### config.mk
export PLATFORM = sky130hd
export DESIGN_NAME = mul_seq_flat
export DESIGN_NICKNAME = d
export VERILOG_FILES = /design/src/rtl/mul_seq_if.sv /design/src/rtl/mul_seq.sv /design/src/flat_wrapper.sv
export SDC_FILE = /design/constraint.sdc
export NUM_CORES = 1
export LEC_CHECK = 0
export CAP_MARGIN = 20
export CORE_MARGIN = 5
export CORE_UTILIZATION = 58
export CTS_CLUSTER_DIAMETER = 100
export DETAILED_ROUTE_END_ITERATION = 12
export PLACE_DENSITY_LB_ADDON = 0.3
export RECOVER_POWER = 25
export SKIP_CTS_REPAIR_TIMING = 1
export SYNTH_ARGS = -nofsm -noshare
export SYNTH_HDL_FRONTEND = slang
export SYNTH_SLANG_ARGS = --single-unit
export TNS_END_PERCENT = 30
### constraint.sdc
create_clock -name clk -period 10.2 [get_ports clk]
set_input_delay 2.04 -clock clk [delete_from_list [all_inputs] [get_ports clk]]
set_output_delay 2.04 -clock clk [all_outputs]
set_load 0.005 [all_outputs]
### src/rtl/mul_seq_if.sv
// Request/response bundle for the iterative RV32M multiply sequencer.
// The op encoding package is guarded so either rtl file may be compiled first.
`ifndef MUL_SEQ_PKG_DEFINED
`define MUL_SEQ_PKG_DEFINED
package mul_seq_pkg;
  typedef enum logic [1:0] {MUL_MUL, MUL_MULH, MUL_MULHU, MUL_MULHSU} mul_op_t;
endpackage
`endif

interface mul_seq_if;
  import mul_seq_pkg::*;

  logic        req_valid;
  logic        req_ready;
  logic [31:0] a;
  logic [31:0] b;
  mul_op_t     op;
  logic        flush;
  logic        rsp_valid;
  logic        rsp_ready;
  logic [31:0] res;
  logic        busy;

  modport master (
    output req_valid, a, b, op, flush, rsp_ready,
    input  req_ready, rsp_valid, res, busy
  );

  modport slave (
    input  req_valid, a, b, op, flush, rsp_ready,
    output req_ready, rsp_valid, res, busy
  );
endinterface

### src/rtl/mul_seq.sv
// Multi-cycle sign-magnitude shift-add multiplier for MUL/MULH/MULHU/MULHSU.
// Optional last-product cache enabled by defining MUL_FUSE_EN.
`ifndef MUL_SEQ_PKG_DEFINED
`define MUL_SEQ_PKG_DEFINED

`endif

module mul_seq #(
  parameter int STEP_BITS = 4
) (
  input  logic     clk,
  input  logic     reset_n,
  mul_seq_if.slave bus
);
  import mul_seq_pkg::*;

  localparam int N     = 32 / STEP_BITS;
  localparam int CNT_W = (N > 1) ? $clog2(N) : 1;

  typedef enum logic [1:0] {S_IDLE, S_BUSY, S_SIGN, S_DONE} state_t;

  state_t           state;
  state_t           state_nx;
  logic [CNT_W-1:0] cnt;
  logic [63:0]      mcand;
  logic [63:0]      acc;
  logic [63:0]      prod;
  logic [31:0]      mplier;
  logic [31:0]      res_q;
  logic             neg;
  mul_op_t          op_q;
  logic             a_sgn;
  logic             b_sgn;
  logic             a_neg;
  logic             b_neg;
  logic             accept;
  logic             hit;

  function automatic logic [31:0] mag32(input logic [31:0] v, input logic is_neg);
    return is_neg ? (~v + 32'd1) : v;
  endfunction

  function automatic logic [63:0] cneg64(input logic [63:0] v, input logic is_neg);
    return is_neg ? (~v + 64'd1) : v;
  endfunction

  function automatic logic [63:0] partial(input logic [63:0] mc,
                                          input logic [STEP_BITS-1:0] d);
    logic [63:0] s;
    s = '0;
    for (int i = 0; i < STEP_BITS; i++)
      if (d[i]) s = s + (mc << i);
    return s;
  endfunction

  function automatic logic [31:0] pick(input mul_op_t o, input logic [63:0] p);
    return (o == MUL_MUL) ? p[31:0] : p[63:32];
  endfunction

  assign a_sgn  = (bus.op != MUL_MULHU);
  assign b_sgn  = (bus.op == MUL_MUL) || (bus.op == MUL_MULH);
  assign a_neg  = a_sgn & bus.a[31];
  assign b_neg  = b_sgn & bus.b[31];
  assign accept = (state == S_IDLE) && bus.req_valid && !bus.flush;
  assign prod   = cneg64(acc, neg);

`ifdef MUL_FUSE_EN
  logic        c_vld;
  logic        c_sa;
  logic        c_sb;
  logic        sa_q;
  logic        sb_q;
  logic [31:0] c_a;
  logic [31:0] c_b;
  logic [31:0] a_q;
  logic [31:0] b_q;
  logic [63:0] c_p;

  // MUL low word is independent of signedness, so any cached pair serves it.
  assign hit = c_vld && (bus.a == c_a) && (bus.b == c_b) &&
               ((bus.op == MUL_MUL) || ((a_sgn == c_sa) && (b_sgn == c_sb)));

  always_ff @(posedge clk or negedge reset_n) begin
    if (!reset_n)                           c_vld <= 1'b0;
    else if (bus.flush && state != S_IDLE)  c_vld <= 1'b0;
    else if (state == S_SIGN)               c_vld <= 1'b1;
  end

  always_ff @(posedge clk) begin
    if (accept) begin
      a_q  <= bus.a;
      b_q  <= bus.b;
      sa_q <= a_sgn;
      sb_q <= b_sgn;
    end
    if (state == S_SIGN && !bus.flush) begin
      c_a  <= a_q;
      c_b  <= b_q;
      c_sa <= sa_q;
      c_sb <= sb_q;
      c_p  <= prod;
    end
  end
`else
  assign hit = 1'b0;
`endif

  always_comb begin
    state_nx = state;
    case (state)
      S_IDLE:  if (bus.req_valid) state_nx = hit ? S_DONE : S_BUSY;
      S_BUSY:  if (cnt == '0)     state_nx = S_SIGN;
      S_SIGN:                     state_nx = S_DONE;
      S_DONE:  if (bus.rsp_ready) state_nx = S_IDLE;
      default:                    state_nx = S_IDLE;
    endcase
    // Kill wins over both accept and the response handshake.
    if (bus.flush) state_nx = S_IDLE;
  end

  always_ff @(posedge clk or negedge reset_n) begin
    if (!reset_n) begin
      state <= S_IDLE;
      cnt   <= '0;
      res_q <= '0;
    end else begin
      state <= state_nx;
      if (accept)
        cnt <= CNT_W'(N - 1);
      else if (state == S_BUSY && cnt != '0)
        cnt <= cnt - 1'b1;
      if (!bus.flush) begin
        if (state == S_SIGN)
          res_q <= pick(op_q, prod);
`ifdef MUL_FUSE_EN
        else if (accept && hit)
          res_q <= pick(bus.op, c_p);
`endif
      end
    end
  end

  // Iteration: one multiplier digit per cycle, multiplicand pre-shifted to the digit weight.
  always_ff @(posedge clk) begin
    if (accept) begin
      mcand  <= {32'd0, mag32(bus.a, a_neg)};
      mplier <= mag32(bus.b, b_neg);
      acc    <= '0;
      neg    <= a_neg ^ b_neg;
      op_q   <= bus.op;
    end else if (state == S_BUSY) begin
      acc    <= acc + partial(mcand, mplier[STEP_BITS-1:0]);
      mcand  <= mcand << STEP_BITS;
      mplier <= mplier >> STEP_BITS;
    end
  end

  assign bus.req_ready = (state == S_IDLE);
  assign bus.busy      = (state != S_IDLE);
  assign bus.rsp_valid = (state == S_DONE);
  assign bus.res       = res_q;
endmodule

### src/flat_wrapper.sv
// flat-port wrapper written by rule: the top's interface ports become plain ports
module mul_seq_flat import mul_seq_pkg::*;
#(
  parameter int STEP_BITS = 4
)
  (clk, reset_n, bus_req_valid, bus_a, bus_b, bus_op, bus_flush, bus_rsp_ready, bus_req_ready, bus_rsp_valid, bus_res, bus_busy);
  mul_seq_if bus_i ();
  input  logic clk;
  input  logic reset_n;
  input wire logic [$bits(bus_i.req_valid)-1:0] bus_req_valid;
  input wire logic [$bits(bus_i.a)-1:0] bus_a;
  input wire logic [$bits(bus_i.b)-1:0] bus_b;
  input wire logic [$bits(bus_i.op)-1:0] bus_op;
  input wire logic [$bits(bus_i.flush)-1:0] bus_flush;
  input wire logic [$bits(bus_i.rsp_ready)-1:0] bus_rsp_ready;
  output wire logic [$bits(bus_i.req_ready)-1:0] bus_req_ready;
  output wire logic [$bits(bus_i.rsp_valid)-1:0] bus_rsp_valid;
  output wire logic [$bits(bus_i.res)-1:0] bus_res;
  output wire logic [$bits(bus_i.busy)-1:0] bus_busy;
  assign bus_i.req_valid = bus_req_valid;
  assign bus_i.a = bus_a;
  assign bus_i.b = bus_b;
  assign bus_i.op = bus_op;
  assign bus_i.flush = bus_flush;
  assign bus_i.rsp_ready = bus_rsp_ready;
  assign bus_req_ready = bus_i.req_ready;
  assign bus_rsp_valid = bus_i.rsp_valid;
  assign bus_res = bus_i.res;
  assign bus_busy = bus_i.busy;
  mul_seq #(.STEP_BITS(STEP_BITS)) u_core (.clk(clk), .reset_n(reset_n), .bus(bus_i));
endmodule
==> flow_summary.json, run 1 <==
{
  "run_status": "finished, violations left",
  "failed_checks": "capacitance limit, slew limit",
  "std_cell_rows": 78,
  "grt_total_usage_pct": 30.3,
  "maxSlewViolCount": 158,
  "global_route.overflow_total": 0,
  "top_cells_by_area_synth": "sky130_fd_sc_hd__ha_1 12%, sky130_fd_sc_hd__edfxtp_1 7.6%, sky130_fd_sc_hd__dfxtp_1 7.3%",
  "synth_flop_cell": "sky130_fd_sc_hd__dfxtp_1",
  "rr_startpoint": "u_core.mplier[0]",
  "layout.cells.non_filler": 4177,
  "ys_top_cells_by_count": "387 x sky130_fd_sc_hd__nand2_1, 330 x sky130_fd_sc_hd__a21oi_1, 275 x sky130_fd_sc_hd__nor2_1",
  "multi_input_combinational_cell_area_um2": 21200,
  "layout.area.seq_um2": 4860,
  "n_antenna_cell": 0,
  "rr_endpoint": "u_core.acc[63]",
  "detail-route-antenna-nets": 0,
  "finalClockSkew_ps": 10.9,
  "synth_top_area_share_pct": 11.9,
  "ys_seq_elements": 200,
  "finish.net_count": 3889,
  "numClockSinks": 200,
  "clock_latency_ps": 490,
  "timing.max_cap.violations": 2,
  "fin_crit_sh_pct": 96.7,
  "final_report_setup_violation_count": 0,
  "period_needed_ps": 9860,
  "grt_pass1_wl_mm": 127,
  "synth_async_sr_flop_share_pct": 18.5,
  "post_route_setup_slack_ps": 337,
  "pre_cts_slack_ps": -270,
  "cp.required_ps": 10580,
  "die_y_um": 223,
  "critical_path_peak_fanout": 16,
  "cts_tree": "yes",
  "yosys_warnings": 0,
  "pin_count_of_the_biggest_net_entering_global_routing": 120,
  "cts_root_buf": "sky130_fd_sc_hd__clkbuf_16",
  "drc": 0,
  "ios": 106,
  "placed_cells": 4110,
  "crit_path_max_incr_delay_ps": 530,
  "post_synth.cell_area_avg_um2": 7.52,
  "core_area_um2": 45100,
  "synth-seq-area-share_pct": 18.5,
  "area_growth_pct": 13.6,
  "first_global_vias": 25100,
  "post-synth-top-area-cell": "sky130_fd_sc_hd__ha_1",
  "worstHoldStart": "u_core.bus.res[0]",
  "worst_hold_path.num_cells": 2,
  "worstHoldPathType": "reg -> reg",
  "num_vias": 26800,
  "place_congestion": 1.01,
  "synthesis.nets": 3823,
  "setup.worst_path.end_class": "flip-flop",
  "dr.first_iter.drc_count": 2569,
  "firstDrtPassIters": 6,
  "dp_hpwl_mm": 61.4,
  "worst_setup_path_category": "reg -> reg",
  "dieWidth_um": 223,
  "synth_enable_flop_cells": 67,
  "mappedNetlistArea_um2": 26300,
  "holdPathEnd": "u_core.bus.res[0]",
  "drive_above_1_share_pct": 11.5,
  "postSynthCellCount": 3498,
  "worstSetupStartpointType": "flip-flop",
  "finalHoldViolCount": 0,
  "htree_num_levels": 4,
  "crit_path_top_delay_cell": "sky130_fd_sc_hd__or4_4",
  "cts.clk_slew.worst_paths_ps": 90,
  "reg2reg_slack_ps": 340,
  "post-synth-top-count-cell": "sky130_fd_sc_hd__nand2_1",
  "tns_ps": 0,
  "drt-wirelength-per-cell_um": 19.4,
  "slew_headroom_pct": -190,
  "clock_path_buffers": 2,
  "timing.reg2reg.worst_path_depth": 45,
  "postRouteWirelength_mm": 80.9,
  "synth.lib_cells_used.distinct": 88,
  "grt_antenna_before_repair": 1,
  "worst_slew_pin_slew_ps": 4350,
  "cts_made_buffers": 17,
  "port_buffer_cells": 105,
  "floorplan.initialDensity_pct": 58.3,
  "critical_path_arrival_ps": 10240,
  "filler_cell_count": 3820,
  "detail_route.vias_per_cell": 6.41,
  "maxClockFrequency_ghz": 0.101,
  "overall_die_area_um2": 49700
}
flip-flops by register name, summed over array words and instances, names as in the netlist:
| name | flops |
|---|---|
| u_core.mcand | 64 |
| u_core.bus.res | 32 |
| u_core.state | 2 |
| u_core.cnt | 3 |
| u_core.neg | 1 |
| u_core.op_q | 2 |
| u_core.mplier | 32 |
| u_core.acc | 64 |
kinds of logic after synthesis:
kind of cell	count (synthesis)	share of synthesized area [%]
AOI/OAI and AO/OA	1159	27.3
and+or+nand+nor	1079	19.4
xor gates and xnor gates	343	11.5
muxes	174	7.02
DFF	200	18.5
adders and majority gates	254	12.2
buffers and inverters	289	4.14
through the flow:
| stage | area (um2) | hold WS (ps) | utilization [%] |
|---|---|---|---|
| finish | 29900 | 491 | 66.2 |
| global route | 29900 | 517 | 66.2 |
| CTS | 28800 | 508 | 63.8 |
| detailed placement | 28100 | 483 | 62.4 |
| global placement | 28100 | 473 | 62.4 |
| floorplan | 26400 | 460 | - |
cell usage in the layout (no fill, tap or decap), drive strengths merged, types with 96 or more instances in the layout:
cell,instances
a21o,166
a21oi,330
buf,108
dfxtp,96
ha,250
inv,129
nand2,388
nor2,275
o21ai,348
xnor2,199
xor2,143
per-layer routing:
layer,track usage (%),wire [um],part of all wire [%],vias to the layer above
li1,-,-,-,12900
met1,41.8,35300,44,12700
met2,49.5,37100,46,1044
met3,3.24,5820,7.2,191
met4,10.7,2710,3.3,2
met5,0,15,0.019,-
worst max-delay path by stage:
stage	start	end
2_1_floorplan	u_core.mplier[0]	u_core.acc[62]
3_3_place_gp	u_core.mplier[0]	u_core.acc[60]
3_5_place_dp	u_core.mplier[0]	u_core.acc[62]
4_1_cts	u_core.mplier[0]	u_core.acc[59]
5_1_grt	u_core.mplier[0]	u_core.acc[56]
6_report	u_core.mplier[0]	u_core.acc[63]
critical path: cells and delay by family (launching register included):
| kind | cells | cell delay [ps] |
|---|---|---|
| simple gates | 12 | 2370 |
| buf+inv | 4 | 690 |
| fa+ha+maj | 4 | 1550 |
| compound gates | 19 | 3430 |
| xor+xnor | 4 | 660 |
| mux | 2 | 620 |
| flops | 1 | 440 |
cell type report:
type,instances,area share [%]
Clock inverter,14,0.700
Clock buffer,18,1.51
Tap cell,600,2.51
Multi-Input combinational cell,3009,71.1
Inverter,121,1.52
Sequential cell,200,16.3
Timing Repair Buffer,215,6.36
Power of run 1 is left out: the tool's default activity adds up to more than one toggle a clock period on the data nets, which glitch-free logic cannot reach.
==> inputs of run 2 (changes only) <==
Settings changed: REMOVE_ABC_BUFFERS from default to 1.
==> flow_summary.json, run 2 (synthesis gave the netlist of run 1 again) <==
{
  "run_status": "finished, violations left",
  "failed_checks": "capacitance limit, slew limit",
  "postRouteWirelength_mm": 81.7,
  "critical_path_peak_fanout": 9,
  "maxSlewViolCount": 38,
  "period_needed_ps": 9790,
  "port_buffer_cells": 105,
  "core_area_um2": 45100,
  "floorplan.initialDensity_pct": 58.3,
  "fin_crit_sh_pct": 96.0,
  "ios": 106,
  "worst_slew_pin_slew_ps": 1870,
  "first_global_vias": 25700,
  "crit_path_top_delay_cell": "sky130_fd_sc_hd__or4_4",
  "cpMostUsedCell": "sky130_fd_sc_hd__buf_4",
  "std_cell_rows": 78,
  "final_report_setup_violation_count": 0,
  "crit_path_max_incr_delay_ps": 570,
  "cts_tree": "yes",
  "firstDrtPassIters": 6,
  "global_route.overflow_total": 0,
  "clock_latency_ps": 500,
  "finalClockSkew_ps": 12.3,
  "critical_path_arrival_ps": 10240,
  "grt_antenna_before_repair": 1,
  "clock_path_buffers": 2,
  "pre_cts_slack_ps": -116,
  "holdPathEnd": "u_core.bus.res[1]",
  "rr_endpoint": "u_core.acc[61]",
  "timing.reg2reg.worst_path_depth": 51,
  "detail-route-antenna-nets": 0,
  "worst_setup_path_category": "reg -> reg",
  "finish.net_count": 4053,
  "cp.required_ps": 10650,
  "reg2reg_slack_ps": 410,
  "worstSetupStartpointType": "flip-flop",
  "worstHoldPathType": "reg -> reg",
  "drive_above_1_share_pct": 13.3,
  "drt-wirelength-per-cell_um": 18.8,
  "drc": 0,
  "maxClockFrequency_ghz": 0.102,
  "cts_root_buf": "sky130_fd_sc_hd__clkbuf_16",
  "cts_made_buffers": 17,
  "post_route_setup_slack_ps": 411,
  "top_flop_regs": "u_core.acc x64, u_core.mcand x64",
  "num_vias": 26900,
  "dp_hpwl_mm": 65.0,
  "numClockSinks": 200,
  "place_congestion": 0.969,
  "rr_startpoint": "u_core.mplier[0]",
  "die_y_um": 223,
  "n_antenna_cell": 0,
  "overall_die_area_um2": 49700,
  "worstHoldStart": "u_core.bus.res[1]",
  "cts.clk_slew.worst_paths_ps": 80,
  "grt_pass1_wl_mm": 130,
  "dieWidth_um": 223,
  "final_common_cell": "sky130_fd_sc_hd__nand2_1",
  "finalHoldViolCount": 0,
  "detail_route.vias_per_cell": 6.20,
  "htree_num_levels": 4,
  "worst_hold_path.num_cells": 2,
  "dr.first_iter.drc_count": 2417,
  "setup.worst_path.end_class": "flip-flop",
  "grt_total_usage_pct": 31.2,
  "layout.cells.most_common_list": "386 x sky130_fd_sc_hd__nand2_1, 307 x sky130_fd_sc_hd__a21oi_1, 271 x sky130_fd_sc_hd__buf_4",
  "area_growth_pct": 16.4,
  "slew_headroom_pct": -24.8,
  "pin_count_of_the_biggest_net_entering_global_routing": 81,
  "timing.max_cap.violations": 1
}
[run 2: cell count changes in the layout (fill, tap and decap cells not counted), sizes merged]
cell | before | now
buf | 108 | 273
bufinv | 1 | 0
clkbuf | 21 | 22
clkdlybuf4s50 | 68 | 72
clkinv | 5 | 6
clkinvlp | 0 | 1
dlygate4sd3 | 36 | 32
inv | 129 | 126
[run 2: area by class of cell]
cell class,count,area (um2)
clock buffers,20,457
clock inverters,12,135
fillers,3869,14500
inverters,121,454
multi-input cells,3009,20800
flip-flops and latches,200,4860
well taps,600,751
repair buffers,379,3120
[run 2: through the flow]
stage / TNS (ps) / cells / utilization, % / cell area (um2) / hold slack (ps)
2_1_floorplan: -6890 / 3330 / - / 25700 / 460
3_3_place_gp: 0 / 4299 / 65.4 / 29500 / 466
3_5_place_dp: -270 / 4299 / 65.4 / 29500 / 480
4_1_cts: -551 / 4331 / 66.7 / 30100 / 496
5_1_grt: -413 / 4341 / 67.9 / 30600 / 510
6_report: 0 / 4341 / 67.9 / 30600 / 488
[run 2: how the worst max path moves through the flow]
stage	from	to	cells past startpoint
after CTS	u_core.mplier[0]	u_core.acc[63]	48
after global routing	u_core.mplier[0]	u_core.acc[56]	49
after floorplan	u_core.mplier[0]	u_core.acc[62]	47
after global placement	u_core.mplier[0]	u_core.acc[62]	51
final	u_core.mplier[0]	u_core.acc[61]	51
after detailed placement	u_core.mplier[0]	u_core.acc[63]	48
[run 2: per-layer routing]
metal  global-route usage [%]  up-vias  share of wire [%]  wire [um]
met5                        0        -                  0          0
met4                     12.1        0                3.9       3150
met3                     4.17      184                5.9       4810
met2                     53.5      942                 47      38800
met1                     39.8    12500                 43      35000
li1                         -    13200                  -          -
[run 2: worst max-delay path, delay by kind of cell, from the launching register on]
family                     cells  cell delay, ps
buffers and inverters         10            1400
adders and majority gates      4            1430
DFF                            1             380
xor gates and xnor gates       2             290
and+or+nand+nor               14            2700
AOI/OAI and AO/OA             21            3590
Power of run 2 is left out for the same reason.
